<file path="src/rtl/riscv_pkg.sv">
// Shared RISC-V multicycle datapath definitions: opcodes, reset defaults,
// instruction field positions and the fetch-capture state encoding.
package riscv_pkg;

    localparam logic [31:0] RESET_PC_DEFAULT  = 32'h0040_0000;
    localparam logic [31:0] NOP_INSTR_DEFAULT = 32'h0000_0013;

    localparam logic [6:0] OPC_R     = 7'b0110011;
    localparam logic [6:0] OPC_I     = 7'b0010011;
    localparam logic [6:0] OPC_LOAD  = 7'b0000011;
    localparam logic [6:0] OPC_STORE = 7'b0100011;
    localparam logic [6:0] OPC_B     = 7'b1100011;
    localparam logic [6:0] OPC_J     = 7'b1101111;
    localparam logic [6:0] OPC_JALR  = 7'b1100111;
    localparam logic [6:0] OPC_LUI   = 7'b0110111;
    localparam logic [6:0] OPC_AUIPC = 7'b0010111;

    localparam int OPCODE_LSB = 0;
    localparam int OPCODE_MSB = 6;
    localparam int RD_LSB     = 7;
    localparam int RD_MSB     = 11;
    localparam int FUNCT3_LSB = 12;
    localparam int FUNCT3_MSB = 14;
    localparam int RS1_LSB    = 15;
    localparam int RS1_MSB    = 19;
    localparam int RS2_LSB    = 20;
    localparam int RS2_MSB    = 24;
    localparam int FUNCT7_LSB = 25;
    localparam int FUNCT7_MSB = 31;

    typedef enum logic [0:0] {
        CAP_IDLE = 1'b0,
        CAP_WAIT = 1'b1
    } cap_state_e;

    function automatic logic is_word_aligned(input logic [31:0] addr);
        return (addr[1:0] == 2'b00);
    endfunction

endpackage

</file>
<file path="src/rtl/pc_next_logic.sv">
// Combinational next-PC selection: load enable, JALR-masked target,
// word-aligned PC value and misalignment detect.
module pc_next_logic
    import riscv_pkg::*;
(
    input  logic        PCWrite,
    input  logic        Branch,
    input  logic        Branch_NE,
    input  logic        PCSrc,
    input  logic        zero,
    input  logic [31:0] alu_result,
    input  logic [31:0] alu_out,
    output logic        pc_en,
    output logic [31:0] target,
    output logic [31:0] pc_aligned,
    output logic        target_misaligned
);

    // Enable, target mux and alignment; bit 0 of ALUOut is dropped for JALR.
    always_comb begin
        pc_en = PCWrite | (Branch & zero) | (Branch_NE & ~zero);
        if (PCSrc) begin
            target = alu_out & 32'hFFFF_FFFE;
        end else begin
            target = alu_result;
        end
        pc_aligned        = {target[31:2], 2'b00};
        target_misaligned = ~is_word_aligned(target);
    end

endmodule

</file>
<file path="src/rtl/pc_ir_unit.sv">
// PC / old-PC / IR / MDR register block of the multicycle datapath with a
// latency-tolerant instruction capture FSM, fetch counter and misalign flag.
module pc_ir_unit
    import riscv_pkg::*;
#(
    parameter logic [31:0] RESET_PC  = RESET_PC_DEFAULT,
    parameter logic [31:0] NOP_INSTR = NOP_INSTR_DEFAULT
) (
    input  logic        clk,
    input  logic        rst,
    input  logic        PCWrite,
    input  logic        Branch,
    input  logic        Branch_NE,
    input  logic        PCSrc,
    input  logic        IRWrite,
    input  logic        zero,
    input  logic [31:0] alu_result,
    input  logic [31:0] alu_out,
    input  logic [31:0] mem_rdata,
    input  logic        mem_valid,
    output logic [31:0] pc,
    output logic [31:0] old_pc,
    output logic [31:0] instr,
    output logic [6:0]  opcode,
    output logic [4:0]  rd,
    output logic [2:0]  funct3,
    output logic [4:0]  rs1,
    output logic [4:0]  rs2,
    output logic [6:0]  funct7,
    output logic [31:0] mdr,
    output logic        fetch_pending,
    output logic        misaligned,
    output logic [31:0] bad_pc,
    output logic [31:0] fetch_count
);

    logic        pc_en_s;
    logic [31:0] target_s;
    logic [31:0] pc_aligned_s;
    logic        target_misaligned_s;

    cap_state_e  state_r;
    cap_state_e  state_next_s;
    logic        capture_s;
    logic        mdr_load_s;

    logic [31:0] pc_r;
    logic [31:0] old_pc_r;
    logic [31:0] instr_r;
    logic [31:0] mdr_r;
    logic        misaligned_r;
    logic [31:0] bad_pc_r;
    logic [31:0] fetch_count_r;

    pc_next_logic u_pc_next (
        .PCWrite           (PCWrite),
        .Branch            (Branch),
        .Branch_NE         (Branch_NE),
        .PCSrc             (PCSrc),
        .zero              (zero),
        .alu_result        (alu_result),
        .alu_out           (alu_out),
        .pc_en             (pc_en_s),
        .target            (target_s),
        .pc_aligned        (pc_aligned_s),
        .target_misaligned (target_misaligned_s)
    );

    // Capture FSM state register.
    always_ff @(posedge clk) begin
        if (rst) begin
            state_r <= CAP_IDLE;
        end else begin
            state_r <= state_next_s;
        end
    end

    // Capture FSM next state; a repeated IRWrite in WAIT simply stays in WAIT.
    always_comb begin
        state_next_s = CAP_IDLE;
        case (state_r)
            CAP_IDLE: begin
                if (IRWrite && !mem_valid) begin
                    state_next_s = CAP_WAIT;
                end else begin
                    state_next_s = CAP_IDLE;
                end
            end
            CAP_WAIT: begin
                if (mem_valid) begin
                    state_next_s = CAP_IDLE;
                end else begin
                    state_next_s = CAP_WAIT;
                end
            end
            default: state_next_s = CAP_IDLE;
        endcase
    end

    // Capture FSM outputs: memory data goes to IR when a fetch is open, else to MDR.
    always_comb begin
        capture_s     = 1'b0;
        fetch_pending = 1'b0;
        case (state_r)
            CAP_IDLE: begin
                capture_s     = mem_valid & IRWrite;
                fetch_pending = 1'b0;
            end
            CAP_WAIT: begin
                capture_s     = mem_valid;
                fetch_pending = 1'b1;
            end
            default: begin
                capture_s     = 1'b0;
                fetch_pending = 1'b0;
            end
        endcase
        mdr_load_s = mem_valid & ~capture_s;
    end

    // Datapath registers; old_pc takes the pre-update PC when IRWrite coincides with a PC load.
    always_ff @(posedge clk) begin
        if (rst) begin
            pc_r          <= RESET_PC;
            old_pc_r      <= RESET_PC;
            instr_r       <= NOP_INSTR;
            mdr_r         <= 32'h0000_0000;
            misaligned_r  <= 1'b0;
            bad_pc_r      <= 32'h0000_0000;
            fetch_count_r <= 32'h0000_0000;
        end else begin
            if (pc_en_s) begin
                pc_r <= pc_aligned_s;
            end
            if (pc_en_s && target_misaligned_s && !misaligned_r) begin
                misaligned_r <= 1'b1;
                bad_pc_r     <= target_s;
            end
            if (IRWrite) begin
                old_pc_r <= pc_r;
            end
            if (capture_s) begin
                instr_r       <= mem_rdata;
                fetch_count_r <= fetch_count_r + 32'd1;
            end
            if (mdr_load_s) begin
                mdr_r <= mem_rdata;
            end
        end
    end

    assign pc          = pc_r;
    assign old_pc      = old_pc_r;
    assign instr       = instr_r;
    assign mdr         = mdr_r;
    assign misaligned  = misaligned_r;
    assign bad_pc      = bad_pc_r;
    assign fetch_count = fetch_count_r;

    assign opcode = instr_r[OPCODE_MSB:OPCODE_LSB];
    assign rd     = instr_r[RD_MSB:RD_LSB];
    assign funct3 = instr_r[FUNCT3_MSB:FUNCT3_LSB];
    assign rs1    = instr_r[RS1_MSB:RS1_LSB];
    assign rs2    = instr_r[RS2_MSB:RS2_LSB];
    assign funct7 = instr_r[FUNCT7_MSB:FUNCT7_LSB];

endmodule

</file>
<file path="config.mk">
export PLATFORM = sky130hd
export DESIGN_NAME = pc_ir_unit
export DESIGN_NICKNAME = d
export VERILOG_FILES = /design/src/rtl/riscv_pkg.sv /design/src/rtl/pc_next_logic.sv /design/src/rtl/pc_ir_unit.sv
export SDC_FILE = /design/constraint.sdc
export NUM_CORES = 1
export LEC_CHECK = 0
export CAP_MARGIN = 20
export CELL_PAD_IN_SITES_DETAIL_PLACEMENT = 1
export CELL_PAD_IN_SITES_GLOBAL_PLACEMENT = 2
export CORE_UTILIZATION = 24
export DETAILED_ROUTE_END_ITERATION = 16
export PLACE_DENSITY = 0.9
export SLEW_MARGIN = 30
export SYNTH_ARGS = -nofsm -noshare
export SYNTH_HDL_FRONTEND = slang
export SYNTH_HIERARCHICAL = 1
export SYNTH_SLANG_ARGS = --single-unit
</file>
<file path="constraint.sdc">
create_clock -name clk -period 2.45 [get_ports clk]
set_input_delay 0.6125 -clock clk [delete_from_list [all_inputs] [get_ports clk]]
set_output_delay 0.6125 -clock clk [all_outputs]
set_load 0.005 [all_outputs]
</file>
==> After elaboration in Yosys (flattened, before gate mapping) <==
Index checks and enable logic that the tools add are counted.
{ "word_totals": {"ff_bits": 190, "in_bits": 105, "output_inout_bits": 226, "wordCells": 31} }
{ "op_classes": {"n_addsub": 1, "muxes": 6, "bitwise_logic": 10, "n_reduce_logical": 6} }
{ "op_table": {"columns": ["operator", "n"], "rows": [
  ["adder 32 x 1 -> 32 bit (second input constant)", 1],
  ["two-way mux 32 bit", 1],
  ["one-hot mux 1 bit (2 select lines)", 3],
  ["AND 1 bit", 4],
  ["inverter 1 bit", 4],
  ["logical AND 1 bit", 3],
  ["zero test 1 bit", 2],
  ["zero test 2 bit", 1],
  ["two-way mux 1 bit", 2],
  ["bitwise OR 1 bit", 2]
]} }

==> Longest topological paths before layout <==
{ "depth": {"ltp_word": 5, "ltp_mapped": 10} }

==> Hierarchy <==
Netlist, hierarchy kept.
{ "modules_own_cells": {"columns": ["mod", "instances", "cells_per_inst", "area_each_um2"], "rows": [
  ["pc_ir_unit", 1, 845, 7287.0],
  ["pc_next_logic", 1, 75, 784.5]
]} }

==> Worst setup path after synthesis <==
OpenSTA, ideal clock, no wires.
{ "synth_path": {"path_type": "input to register", "from": "input port IRWrite", "to": "register fetch_count_r[24] (netlist: fetch_count[24])", "setup_ps": 70, "t_arrival_ps": 2115, "slack_ps": 264, "path_stages": 6, "n_path_buf": 2, "cell_sequence": "buf_4 o21ai_1 or4_1 buf_2 or4_1 a21oi_1"} }
{ "synth_between": {"elab_chain_len": 2} }
{ "synth_rtl": {"columns": ["item", "line_no", "source"], "rows": [
  ["start: declaration", "pc_ir_unit.sv:15", "input logic IRWrite,"],
  ["AND 1 bit", "pc_ir_unit.sv:106", "capture_s = mem_valid & IRWrite;"],
  ["one-hot mux 1 bit (2 select lines)", "pc_ir_unit.sv:104", "case (state_r)"],
  ["end signal: assignment", "pc_ir_unit.sv:144", "fetch_count_r <= fetch_count_r + 32'd1;"],
  ["end: declaration", "pc_ir_unit.sv:53", "logic [31:0] fetch_count_r;"]
]} }
No other way between the ends.
A chain may end at the register's enable or synchronous reset.

==> Final worst setup path <==
{ "layout_path": {"from": "input port mem_valid", "to": "register fetch_count_r[30] (netlist: fetch_count[30])"} }
{ "layout_between": {"elab_chain_len": 2} }
{ "layout_rtl": {"columns": ["item", "line_no", "source"], "rows": [
  ["start: declaration", "pc_ir_unit.sv:20", "input logic mem_valid,"],
  ["AND 1 bit", "pc_ir_unit.sv:106", null],
  ["one-hot mux 1 bit (2 select lines) (*)", "pc_ir_unit.sv:104", null]
]} }
Mark *: on every way between the ends. The rest lies on a longest branch, timed or not.

==> results.cfg <==
[synth]
synth.avg_cell_area_sq_um = 8.77
synth_edf_count = 0
synth_compound_area_frac = 0.0935
synth_seq_area_share = 0.481
yosysMostFrequentCell = nand2_1
ys.flop_type = dfxtp_1
ys.warnings.count = 6
ys_ff_latch = 194
synth_top_family_by_area = simple AND/OR/NAND/NOR gates
synth_largest_area_cell = dfxtp_1
synth-simple-area-share = 0.181
yosys-top-cells-count = nand2_1 (206), dfxtp_1 (194), a21oi_1 (114)
synth_top_area_share = 0.481
synth_area_sq_um = 8070
ys_top_cells_by_area = dfxtp_1 (48%), nand2_1 (9.6%), mux2i_1 (7.7%)
yosys.area_share.xor_xnor = 0.0119
synthCells = 920
ys_types = 36
synth-adder-area-share = 0.00155
synthArstFlopShare = 0
synth_mux_area_frac = 0.132

[job]
maxCapViolCount = 0

[status]
status = finished clean

[floorplanning]
ioPinCount = 331
initial_core_util = 0.246
die_x_um = 185
fp.dieArea_sq_um = 34400
fp-row-count = 66
core_area_sq_um = 32800
die_h_um = 185

[clock_network]
cts_max_path_buffers = 2
cts_setup_buffers = 0
cts_tree = yes
clock_latency_ns = 0.45
cts_made_buffers = 17
cts_hold_buffers = 0
post_cts_resize_count = 0
clk_pin_slew_ns = 0.07
htreeDepth = 4
cts.sinks = 194
cts_root_buffer = clkbuf_16

[drt]
vias = 7272
firstDrtPassIters = 4
ant_nets = 0
avgViaCountPerCell = 4.47
drc_errors = 0
drt_wl_total_mm = 26.6
initialDrtViolationCount = 159
wl_per_cell_um = 16.3

[placed_design]
dp_hpwl_mm = 18.8
place_congestion = 0.744
io_buffers = 329
place_ws_ns = -0.286
dp.cells = 1595

[critical_path]
cp_cell_sequence = clkdlybuf4s50_1 -> o21ai_2 -> or4_1 -> buf_4 -> or4_1 -> a21oi_1
arrival_ns = 2.65
critPathCaptureType = flop
setup.worst_path.class = input port to flop
crit_path_max_incr_delay_ns = 0.56
crit_path_top_delay_cell = clkdlybuf4s50_1
reg2reg_slack_ns = 0.36
worstPathMaxFanout = 15
startpoint_type = input port
crit_top_cell = or4_1
critPathRequiredTime_ns = 2.83

[power_and_ir_drop]
p_leak_nw = 4.55
ir_worst_vdd_mv = 0.472
p_per_area_nw_per_um2 = 621

[global_route]
grt_antenna_before_repair = 0
track_usage = 0.155
grt_pass1_vias = 7485
grt_max_degree = 60
grt_overflow = 0
grt_first_pass_wirelength_mm = 40.9

[timing]
max_freq_mhz = 440
tightestPinTransition_ns = 0.614
relSlewSlack = 0.591
drv_slew = 0
fin_crit_sh = 0.928
rsz0062_at_grt = no
fin_ws_ns = 0.176
final.min_clock_period_ns = 2.27
setup_viol = 0
clock-skew-final_ns = 0.00913
setup_tns_ns = 0
hold_viol = 0

[layout]
n_antenna_cell = 0
syn_to_final_growth_pct = 49.4
nNetsFinal = 1278
layout-drive-gt1-share = 0.0845
fin_util = 0.368
fill_cells = 3796
instances_no_fill = 1626

[hold_path]
worstHoldPathType = flop to flop
-- through the flow --
stage	hold slack, ns	power [W]	cell area, sq um
floorplan	0.453	0.00402	8080
detailed placement	0.446	0.00469	11500
finish	0.454	0.00748	12100
CTS	0.455	0.00763	12100
global route	0.485	0.00783	12100
global placement	0.441	0.00466	11500
-- registers in the layout, summed over array words and instances (netlist names) --
register and cells:
pc 32, old_pc 32, misaligned 1, mdr 32, state_r 1, fetch_count 32, bad_pc 32, instr 32
-- critical path, delay by kind of cell --
| family | cells | cell delay, ns |
|---|---|---|
| buffers and inverters | 2 | 0.76 |
| AND/OR/NAND/NOR | 2 | 1.03 |
| AO/OA/AOI/OAI | 2 | 0.25 |
-- where the power goes --
| part | total, W | internal, W | switching, W |
|---|---|---|---|
| registers | 0.00342 | 0.00331 | 0.000109 |
| logic | 0.00117 | 0.000683 | 0.000490 |
| clock network | 0.00289 | 0.00159 | 0.00130 |
-- per-layer routing --
| layer | routed length, um | GRT usage | up-vias |
|---|---|---|---|
| met1 | 10800 | 0.171 | 3483 |
| met2 | 12900 | 0.267 | 261 |
| met3 | 2410 | 0.0610 | 32 |
| li1 | - | - | 3496 |
| met4 | 518 | 0.0592 | 0 |
| met5 | 0 | 0 | - |
-- cells in the final DEF, fill, tap and decap left out, types with 11 or more instances in the layout --
cell type        Yosys  layout
a21oi_1            114     114
buf_4               65      23
clkbuf_16            0      17
clkdlybuf4s50_1      0     326
dfxtp_1            194     194
mux2_4              26      26
mux2i_1             62      62
nand2_1            206     206
nor2_1              78      77
o21ai_0             11      11
or4_1               12      12
-- final cells by class --
cell class	instances	area, sq um	share of cell area
timing repair buffer	359	3600	0.298
clock inverter	11	126	0.0105
sequential	194	3880	0.322
inverter	6	22.5	0.00187
multi-input combinational	594	3410	0.283
tap	442	553	0.0459
clock buffer	20	467	0.0387
-- logic make-up (layout without fill, tap and decap cells) --
kind of cell,Yosys count,after routing
AND/OR/NAND/NOR,346,346
buffers and inverters,133,396
flip-flops,194,194
multiplexers,93,93
XOR/XNOR,11,11
AO/OA/AOI/OAI,141,141
adder cells (fa/ha/maj),1,1
other,1,2
-- worst paths after layout --
| path | start | to | cells past startpoint |
|---|---|---|---|
| max reg2reg | fetch_count[8] | fetch_count[30] | 5 |
| min reg2reg | mdr[31] | mdr[31] | 2 |
| min | mdr[31] | mdr[31] | 2 |
| max | mem_valid | fetch_count[30] | 6 |
Note: power is estimated with default switching activity, not from simulation.
